**src/rtl/mem_bus_pkg.sv**
```systemverilog
// Shared types and constants for the core data-memory bridge.
// No logic; state encoding, default timeout and error read data.
// Imported by the bridge and its wait-counter sub-module.
package mem_bus_pkg;

    typedef enum logic [1:0] {
        ST_IDLE = 2'd0,
        ST_BUS  = 2'd1,
        ST_RESP = 2'd2,
        ST_ERR  = 2'd3
    } state_t;

    localparam int unsigned DEFAULT_TIMEOUT_CYCLES = 16;
    localparam int unsigned TIMER_W                = 8;
    localparam logic [31:0] ERR_RDATA              = 32'h0;

    // Core accesses are word-sized; anything not on a 4-byte boundary is rejected.
    function automatic logic is_word_aligned(input logic [31:0] addr);
        return (addr[1:0] == 2'b00);
    endfunction

endpackage

```
**src/rtl/dmem_bridge_if.sv**
```systemverilog
// Core-side and backing-memory-side signals of the data-memory bridge.
// Pure wiring, no latency.
// Core is held off via stall_o; the memory side completes via bus_ack_i.
interface dmem_bridge_if;
    logic        mem_req_i;
    logic        enable_wmem_i;
    logic [31:0] alu_addr_i32;
    logic [31:0] write_data_i32;
    logic [31:0] read_data_o32;
    logic        stall_o;
    logic        done_o;
    logic        err_o;
    logic        bus_req_o;
    logic        bus_we_o;
    logic [31:0] bus_addr_o32;
    logic [31:0] bus_wdata_o32;
    logic        bus_ack_i;
    logic [31:0] bus_rdata_i32;

    // Bridge view
    modport slave (
        input  mem_req_i, enable_wmem_i, alu_addr_i32, write_data_i32,
        input  bus_ack_i, bus_rdata_i32,
        output read_data_o32, stall_o, done_o, err_o,
        output bus_req_o, bus_we_o, bus_addr_o32, bus_wdata_o32
    );

    // Core plus backing-memory view
    modport master (
        output mem_req_i, enable_wmem_i, alu_addr_i32, write_data_i32,
        output bus_ack_i, bus_rdata_i32,
        input  read_data_o32, stall_o, done_o, err_o,
        input  bus_req_o, bus_we_o, bus_addr_o32, bus_wdata_o32
    );
endinterface

```
**src/rtl/cycle_timer.sv**
```systemverilog
// Bus wait counter with synchronous clear and terminal-count flag at LIMIT-1.
// tc_o is combinational from the count register; count updates one cycle after en_i.
// Saturates at the terminal count; clear has priority over enable.
module cycle_timer
    import mem_bus_pkg::*;
#(
    parameter int unsigned LIMIT = DEFAULT_TIMEOUT_CYCLES,
    parameter int unsigned W     = TIMER_W
) (
    input  logic clk_i,
    input  logic reset_i,
    input  logic clr_i,
    input  logic en_i,
    output logic tc_o
);

    logic [W-1:0] cnt_q;
    logic [W-1:0] cnt_d;

    assign tc_o = (cnt_q == W'(LIMIT - 1));

    // Next count: clear, else step while enabled and not yet terminal
    always_comb begin
        cnt_d = cnt_q;
        if (clr_i) begin
            cnt_d = '0;
        end else if (en_i && !tc_o) begin
            cnt_d = cnt_q + 1'b1;
        end
    end

    // Count register
    always_ff @(posedge clk_i or posedge reset_i) begin
        if (reset_i) begin
            cnt_q <= '0;
        end else begin
            cnt_q <= cnt_d;
        end
    end

endmodule

```
**src/rtl/dmem_bridge.sv**
```systemverilog
// Bridges the core data-memory port to a req/ack backing memory with timeout abort.
// Latency: ack at cycle k after the request gives done_o at cycle k+1; misaligned errors at cycle 1.
// Core is stalled while a request waits in IDLE or the bus is busy; bus_req_o holds until ack or timeout.
module dmem_bridge
    import mem_bus_pkg::*;
#(
    parameter int unsigned TIMEOUT_CYCLES = DEFAULT_TIMEOUT_CYCLES
) (
    input  logic          clk_i,
    input  logic          reset_i,
    dmem_bridge_if.slave  dm
);

    state_t      state_q, state_d;
    logic        we_q, we_d;
    logic [31:0] addr_q, addr_d;
    logic [31:0] wdata_q, wdata_d;
    logic [31:0] rdata_q, rdata_d;
    logic        timer_tc;

    // Counter runs only in BUS and restarts from zero on every entry
    cycle_timer #(
        .LIMIT (TIMEOUT_CYCLES),
        .W     (TIMER_W)
    ) u_timer (
        .clk_i   (clk_i),
        .reset_i (reset_i),
        .clr_i   (state_q != ST_BUS),
        .en_i    ((state_q == ST_BUS) && !dm.bus_ack_i),
        .tc_o    (timer_tc)
    );

    // State register
    always_ff @(posedge clk_i or posedge reset_i) begin
        if (reset_i) begin
            state_q <= ST_IDLE;
        end else begin
            state_q <= state_d;
        end
    end

    // Next state; an ack on the terminal cycle beats the timeout
    always_comb begin
        state_d = state_q;
        unique case (state_q)
            ST_IDLE: if (dm.mem_req_i) begin
                state_d = is_word_aligned(dm.alu_addr_i32) ? ST_BUS : ST_ERR;
            end
            ST_BUS: begin
                if (dm.bus_ack_i) begin
                    state_d = ST_RESP;
                end else if (timer_tc) begin
                    state_d = ST_ERR;
                end
            end
            ST_RESP: state_d = ST_IDLE;
            ST_ERR:  state_d = ST_IDLE;
            default: state_d = ST_IDLE;
        endcase
    end

    // Outputs decoded from state; stall never looks at bus_ack_i
    always_comb begin
        dm.stall_o   = 1'b0;
        dm.done_o    = 1'b0;
        dm.err_o     = 1'b0;
        dm.bus_req_o = 1'b0;
        unique case (state_q)
            ST_IDLE: dm.stall_o = dm.mem_req_i;
            ST_BUS: begin
                dm.stall_o   = 1'b1;
                dm.bus_req_o = 1'b1;
            end
            ST_RESP: dm.done_o = 1'b1;
            ST_ERR: begin
                dm.done_o = 1'b1;
                dm.err_o  = 1'b1;
            end
            default: ;
        endcase
    end

    // Datapath next values: capture on accept, load data on ack, zero on aborted loads
    always_comb begin
        we_d    = we_q;
        addr_d  = addr_q;
        wdata_d = wdata_q;
        rdata_d = rdata_q;
        unique case (state_q)
            ST_IDLE: if (dm.mem_req_i) begin
                if (is_word_aligned(dm.alu_addr_i32)) begin
                    we_d    = dm.enable_wmem_i;
                    addr_d  = {dm.alu_addr_i32[31:2], 2'b00};
                    wdata_d = dm.write_data_i32;
                end else if (!dm.enable_wmem_i) begin
                    rdata_d = ERR_RDATA;
                end
            end
            ST_BUS: begin
                if (dm.bus_ack_i) begin
                    if (!we_q) begin
                        rdata_d = dm.bus_rdata_i32;
                    end
                end else if (timer_tc && !we_q) begin
                    rdata_d = ERR_RDATA;
                end
            end
            default: ;
        endcase
    end

    // Datapath registers
    always_ff @(posedge clk_i or posedge reset_i) begin
        if (reset_i) begin
            we_q    <= 1'b0;
            addr_q  <= '0;
            wdata_q <= '0;
            rdata_q <= '0;
        end else begin
            we_q    <= we_d;
            addr_q  <= addr_d;
            wdata_q <= wdata_d;
            rdata_q <= rdata_d;
        end
    end

    assign dm.bus_we_o      = we_q;
    assign dm.bus_addr_o32  = addr_q;
    assign dm.bus_wdata_o32 = wdata_q;
    assign dm.read_data_o32 = rdata_q;

endmodule

```
**src/flat_wrapper.sv**
```systemverilog
// flat-port wrapper written by rule: the top's interface ports become plain ports
module dmem_bridge_flat import mem_bus_pkg::*;
#(
    parameter int unsigned TIMEOUT_CYCLES = DEFAULT_TIMEOUT_CYCLES
)
  (clk_i, reset_i, dm_mem_req_i, dm_enable_wmem_i, dm_alu_addr_i32, dm_write_data_i32, dm_bus_ack_i, dm_bus_rdata_i32, dm_read_data_o32, dm_stall_o, dm_done_o, dm_err_o, dm_bus_req_o, dm_bus_we_o, dm_bus_addr_o32, dm_bus_wdata_o32);
  dmem_bridge_if dm_i ();
  input  logic clk_i;
  input  logic reset_i;
  input wire logic [$bits(dm_i.mem_req_i)-1:0] dm_mem_req_i;
  input wire logic [$bits(dm_i.enable_wmem_i)-1:0] dm_enable_wmem_i;
  input wire logic [$bits(dm_i.alu_addr_i32)-1:0] dm_alu_addr_i32;
  input wire logic [$bits(dm_i.write_data_i32)-1:0] dm_write_data_i32;
  input wire logic [$bits(dm_i.bus_ack_i)-1:0] dm_bus_ack_i;
  input wire logic [$bits(dm_i.bus_rdata_i32)-1:0] dm_bus_rdata_i32;
  output wire logic [$bits(dm_i.read_data_o32)-1:0] dm_read_data_o32;
  output wire logic [$bits(dm_i.stall_o)-1:0] dm_stall_o;
  output wire logic [$bits(dm_i.done_o)-1:0] dm_done_o;
  output wire logic [$bits(dm_i.err_o)-1:0] dm_err_o;
  output wire logic [$bits(dm_i.bus_req_o)-1:0] dm_bus_req_o;
  output wire logic [$bits(dm_i.bus_we_o)-1:0] dm_bus_we_o;
  output wire logic [$bits(dm_i.bus_addr_o32)-1:0] dm_bus_addr_o32;
  output wire logic [$bits(dm_i.bus_wdata_o32)-1:0] dm_bus_wdata_o32;
  assign dm_i.mem_req_i = dm_mem_req_i;
  assign dm_i.enable_wmem_i = dm_enable_wmem_i;
  assign dm_i.alu_addr_i32 = dm_alu_addr_i32;
  assign dm_i.write_data_i32 = dm_write_data_i32;
  assign dm_i.bus_ack_i = dm_bus_ack_i;
  assign dm_i.bus_rdata_i32 = dm_bus_rdata_i32;
  assign dm_read_data_o32 = dm_i.read_data_o32;
  assign dm_stall_o = dm_i.stall_o;
  assign dm_done_o = dm_i.done_o;
  assign dm_err_o = dm_i.err_o;
  assign dm_bus_req_o = dm_i.bus_req_o;
  assign dm_bus_we_o = dm_i.bus_we_o;
  assign dm_bus_addr_o32 = dm_i.bus_addr_o32;
  assign dm_bus_wdata_o32 = dm_i.bus_wdata_o32;
  dmem_bridge #(.TIMEOUT_CYCLES(TIMEOUT_CYCLES)) u_core (.clk_i(clk_i), .reset_i(reset_i), .dm(dm_i));
endmodule
```
**config.mk**
```make
export PLATFORM = sky130hd
export DESIGN_NAME = dmem_bridge_flat
export DESIGN_NICKNAME = d
export VERILOG_FILES = /design/src/rtl/mem_bus_pkg.sv /design/src/rtl/dmem_bridge_if.sv /design/src/rtl/cycle_timer.sv /design/src/rtl/dmem_bridge.sv /design/src/flat_wrapper.sv
export SDC_FILE = /design/constraint.sdc
export NUM_CORES = 1
export LEC_CHECK = 0
export CORE_MARGIN = 2
export CORE_UTILIZATION = 25
export CTS_BUF_LIST = sky130_fd_sc_hd__clkbuf_16
export CTS_CLUSTER_SIZE = 40
export DETAILED_ROUTE_END_ITERATION = 16
export PLACE_DENSITY_LB_ADDON = 0.25
export SYNTH_ARGS = -nofsm -noshare
export SYNTH_HDL_FRONTEND = slang
export SYNTH_SLANG_ARGS = --single-unit
export TNS_END_PERCENT = 10
```
**constraint.sdc**
```tcl
create_clock -name clk_i -period 11.1 [get_ports clk_i]
set_clock_uncertainty 0.15 [all_clocks]
set_input_delay 2.22 -clock clk_i [delete_from_list [all_inputs] [get_ports clk_i]]
set_output_delay 2.22 -clock clk_i [all_outputs]
set_load 0.1 [all_outputs]
```
## After elaboration in Yosys (flattened, before gate mapping)

Cells that the tools add are included.

| storage, ports and cells | value |
|---|---|
| input port bits | 101 |
| output and inout port bits | 101 |
| register bits | 105 |
| word-level logic and storage cells | 50 |

| cells by class | value |
|---|---|
| reduce and logical (&&, ||, !) cells | 14 |
| eq/ne operators | 11 |
| muxes and demuxes | 18 |
| add/subtract/negate cells | 1 |

Operators by type and width:

| kind | number |
|---|---|
| $mux W32 | 6 |
| $pmux W32 S2 | 1 |
| $mux W8 | 2 |
| $add A8 B1 Y8 const B | 1 |
| $eq A8 B4 Y1 const B | 1 |
| $mux W2 | 4 |
| $ne A2 B2 Y1 const B | 3 |
| $ne A3 B3 Y1 const B | 2 |
| $pmux W2 S3 | 1 |
| $reduce_and A6 Y1 | 1 |
| $eq A2 B2 Y1 const B | 2 |
| $logic_not A2 Y1 | 2 |
| $reduce_bool A2 Y1 | 2 |
| $logic_and A1 B1 Y1 | 3 |
| $logic_not A1 Y1 | 3 |
| $mux W1 | 3 |
| $ne A3 B2 Y1 const B | 1 |
| $reduce_and A3 Y1 | 1 |
| $eq A2 B1 Y1 const B | 1 |
| $ne A2 B1 Y1 const B | 1 |
| $pmux W1 S2 | 1 |
| $reduce_and A2 Y1 | 1 |
| $reduce_or A2 Y1 | 1 |

## Longest topological paths before layout

| logic depth | value |
|---|---|
| depth after elaboration | 5 |
| gate-level depth with buffers | 6 |
| depth with buffers taken out | 5 |

## Hierarchy

From an unflattened synthesis, not the netlist that was laid out.

| second synthesis, totals | value |
|---|---|
| cells, all modules | 344 |
| area, all modules | 4383.0 sq um |

By module, submodules not included:

| module | seq. area each (sq um) | cells each | area each (sq um) | instances |
|---|---|---|---|---|
| dmem_bridge | 2427.3 | 295 | 3918.8 | 1 |
| cycle_timer | 200.2 | 49 | 464.2 | 1 |

## Worst setup path before layout

No wires, ideal clock.

| timing path | value |
|---|---|
| kind | input port to output port |
| start point | input dm_mem_req_i |
| end point | output dm_stall_o |
| data arrival time | 3.119 ns |
| buffers on the path | 0 |
| cell stages on the path | 2 |
| slack | 5.611 ns |
| path through | nor2_1 -> nor2_2 |

| between the ends | value |
|---|---|
| word-level cells in the longest chain between the ends | 1 |

Ends and longest elaborated chain:

| element | RTL line | source |
|---|---|---|
| start: declaration | flat_wrapper.sv:10 | `input wire logic [$bits(dm_i.mem_req_i)-1:0] dm_mem_req_i;` |
| $pmux W1 S2 | dmem_bridge.sv:68 | `unique case (state_q)` |
| end: declaration | flat_wrapper.sv:17 | `output wire logic [$bits(dm_i.stall_o)-1:0] dm_stall_o;` |

Every way passes these cells.

## Final worst setup path

Same ends and word-level chain as after synthesis.

==> results.md <==
* Initial DRC Count at 132
* Vias per std cell at 4.29
* CTS Buffer Depth at 2
* Detail Route met2 WL at 5.37 mm
* Period minus WS final at 6.51 ns
* Area share of the largest cell type after synthesis at 0.638
* GP Congestion at 0.707
* Worst path cell trace: clkdlybuf4s50_1 > nor2_1 > nor2_2 > clkdlybuf4s50_1
* Gr usage total at 0.125
* CORE AREA at 16000 sq um
* Period utilization at 0.586
* Final setup fails at 0
* Pre-antenna DRT Iters at 4
* Post-synthesis register bit count at 105
* R2R cell count at 6
* Crit path max-delay family: buffers and inverters
* GR Overflow Total at 0
* First-pass GRT wire length at 17.2 mm
* Outcome: finished, final reports clean
* Highest Clock Rate at 154 MHz
* Hold depth at 1
* Sequential area share after synthesis at 0.638
* Top post-synthesis cells by area: dfrtp_1, mux2_2, a22o_1, buf_6, nor2_1
* CTS Hold Bufs at 0
* Critical path's slowest cell: clkdlybuf4s50_1
* Largest area contributor in the netlist: dfrtp_1
* Post-Syn Area at 4120 sq um
* Crit path depth at 4
* Crit end category: output port
* Cell variety after synth at 36
* Synth-to-layout area growth at 59.4%
* Setup bufs post-CTS at 0
* Final Max Tran Viols at 0
* Cells after Synth at 269
* DRT met1 WL at 4.44 mm
* DP Wirelength at 7.58 mm
* N_diodes at 0
* Largest net degree at the start of global routing at 64
* Kind of critical path: in2out
* WL/cell at 15.5 um
* Wirelength, routed at 10.7 mm
* Critical Path AT at 4.14 ns
* Post-route DRC at 0
* Clock Latency Late Sink at 0.34 ns
* Total CTS buffers at 9
* Slew margin rel. at 0.307
* CTS tree: done
* Number of global-route vias before repair at 3091
* Die height at 132 um
* CP startpoint kind: input pin
* Antenna violations before repair at 0
* # fillers at 1541
* Worst EP required at 8.73 ns
* Layout cell share with drive strength beyond 1 at 0.191
* TNS Setup at 0 ns
* Bufs and invs on worst path at 2
* Synthesis Warnings at 0
* Area occupied by multi-input gates at 1330 sq um
* Unrepaired setup endpoints after global routing: false
* Root Driver: clkbuf_16
* Met3 wire len at 694 um
* Uppermost layer routed: met4
* Crit-path max FO at 3
* Max cap viols at 0
* Final hold vios at 0
* Clock Sinks at 105
* Initial Util at 0.257
* H-tree levels at 3
* Register area at 2630 sq um
* I/O Pins at 202
* FP Rows at 46
* Worst-Margin Slew at 1.04 ns
* Critical Path Max Stage Delay at 1.17 ns
* Number of I/O port buffers at 199
* Clk slew on worst S/H paths at 0.07 ns
* Avg Inst Size Synth at 15.3 sq um
* Total number of vias at 2946
* Crit path top cell by count: clkdlybuf4s50_1
* HP Class: reg2reg
* Die ar. at 17500 sq um
* Antenna-violating nets left at 0
* Nets at 568
* Post-CTS sizing at 0
* Die Width at 132 um
-- cell type report --
class / count / share of cell area
well taps: 216 / 0.0412
multi-input cells: 144 / 0.203
clock buffers: 9 / 0.0343
clock inverters: 7 / 0.0105
flip-flops and latches: 105 / 0.401
inverters: 3 / 0.00210
repair buffers: 203 / 0.308
-- path summary, 6_finish.rpt --
| path | start | end | slack (ns) |
|---|---|---|---|
| worst max-delay path | dm_mem_req_i | dm_stall_o | 4.59 |
| worst min-delay path | u_core.dm.read_data_o32[10] | u_core.dm.read_data_o32[10] | 0.35 |
| worst max register to register | u_core.u_timer.cnt_q[0] | u_core.dm.read_data_o32[12] | 9.06 |
| worst min register to register | u_core.dm.read_data_o32[10] | u_core.dm.read_data_o32[10] | 0.35 |
| max in group asynchronous | reset_i | u_core.dm.bus_addr_o32[26] | 7.47 |
| min in group asynchronous | reset_i | u_core.dm.read_data_o32[4] | 2.19 |
-- logic make-up (layout without fill, tap and decap cells) --
group | count (synthesis) | count (layout) | synth area share
multiplexers | 65 | 65 | 0.177
AO/OA/AOI/OAI | 44 | 44 | 0.0906
adder cells (fa/ha/maj) | 1 | 1 | 0.00304
other | 1 | 2 | 0.000911
buffers and inverters | 21 | 222 | 0.0389
flip-flops | 105 | 105 | 0.638
XOR/XNOR | 4 | 4 | 0.00851
AND/OR/NAND/NOR | 28 | 28 | 0.0426
-- synthesized netlist by cell type --
master,number
a21oi_1,4
a22o_1,30
a22o_2,2
a31oi_1,1
and2_1,1
and2_4,1
and3_1,1
buf_2,5
buf_4,2
buf_6,9
clkbuf_1,2
conb_1,1
dfrtp_1,105
ha_1,1
inv_1,3
mux2_2,63
mux2i_1,2
nand2_1,3
nand2b_1,1
nand3_1,2
nand3b_1,2
nand4_1,1
nor2_1,7
nor2_2,1
nor2b_1,1
nor3_1,3
nor3_4,1
nor4_4,1
o21ai_0,3
o21bai_1,1
o311ai_4,1
o31ai_1,2
or3_1,1
or4_1,1
xnor2_1,3
xor2_1,1
-- metrics by stage --
step	cell area, sq um	util	hold slack (ns)	worst slack (ns)	instances
finish	6560	0.410	0.348	4.59	687
global route	6560	0.410	0.365	4.53	687
CTS	6560	0.410	0.354	4.58	687
detailed placement	6270	0.392	0.331	4.60	671
global placement	6270	0.392	0.331	4.61	671
floorplan	4120	-	0.328	5.61	270
-- placed cells by master (no fill, tap or decap), drive strengths merged, types with 8 or more instances in the layout --
master / n
mux2: 63
clkdlybuf4s50: 199
a22o: 32
clkbuf: 9
dfrtp: 105
nor2: 8
-- registers in the layout, indices dropped and copies added (netlist names) --
name and count:
u_core.dm.bus_we_o 1, u_core.u_timer.cnt_q 8, u_core.state_q 2, u_core.dm.read_data_o32 32
u_core.dm.bus_wdata_o32 32, u_core.dm.bus_addr_o32 30
-- layer usage --
metal / track usage / up-vias
li1: - / 1362
met1: 0.150 / 1463
met2: 0.208 / 106
met3: 0.0431 / 15
met4: 0.0430 / 0
met5: 0 / -
Power is left out: the tool's default activity adds up to more than one toggle a clock period on the data nets, which glitch-free logic cannot reach.
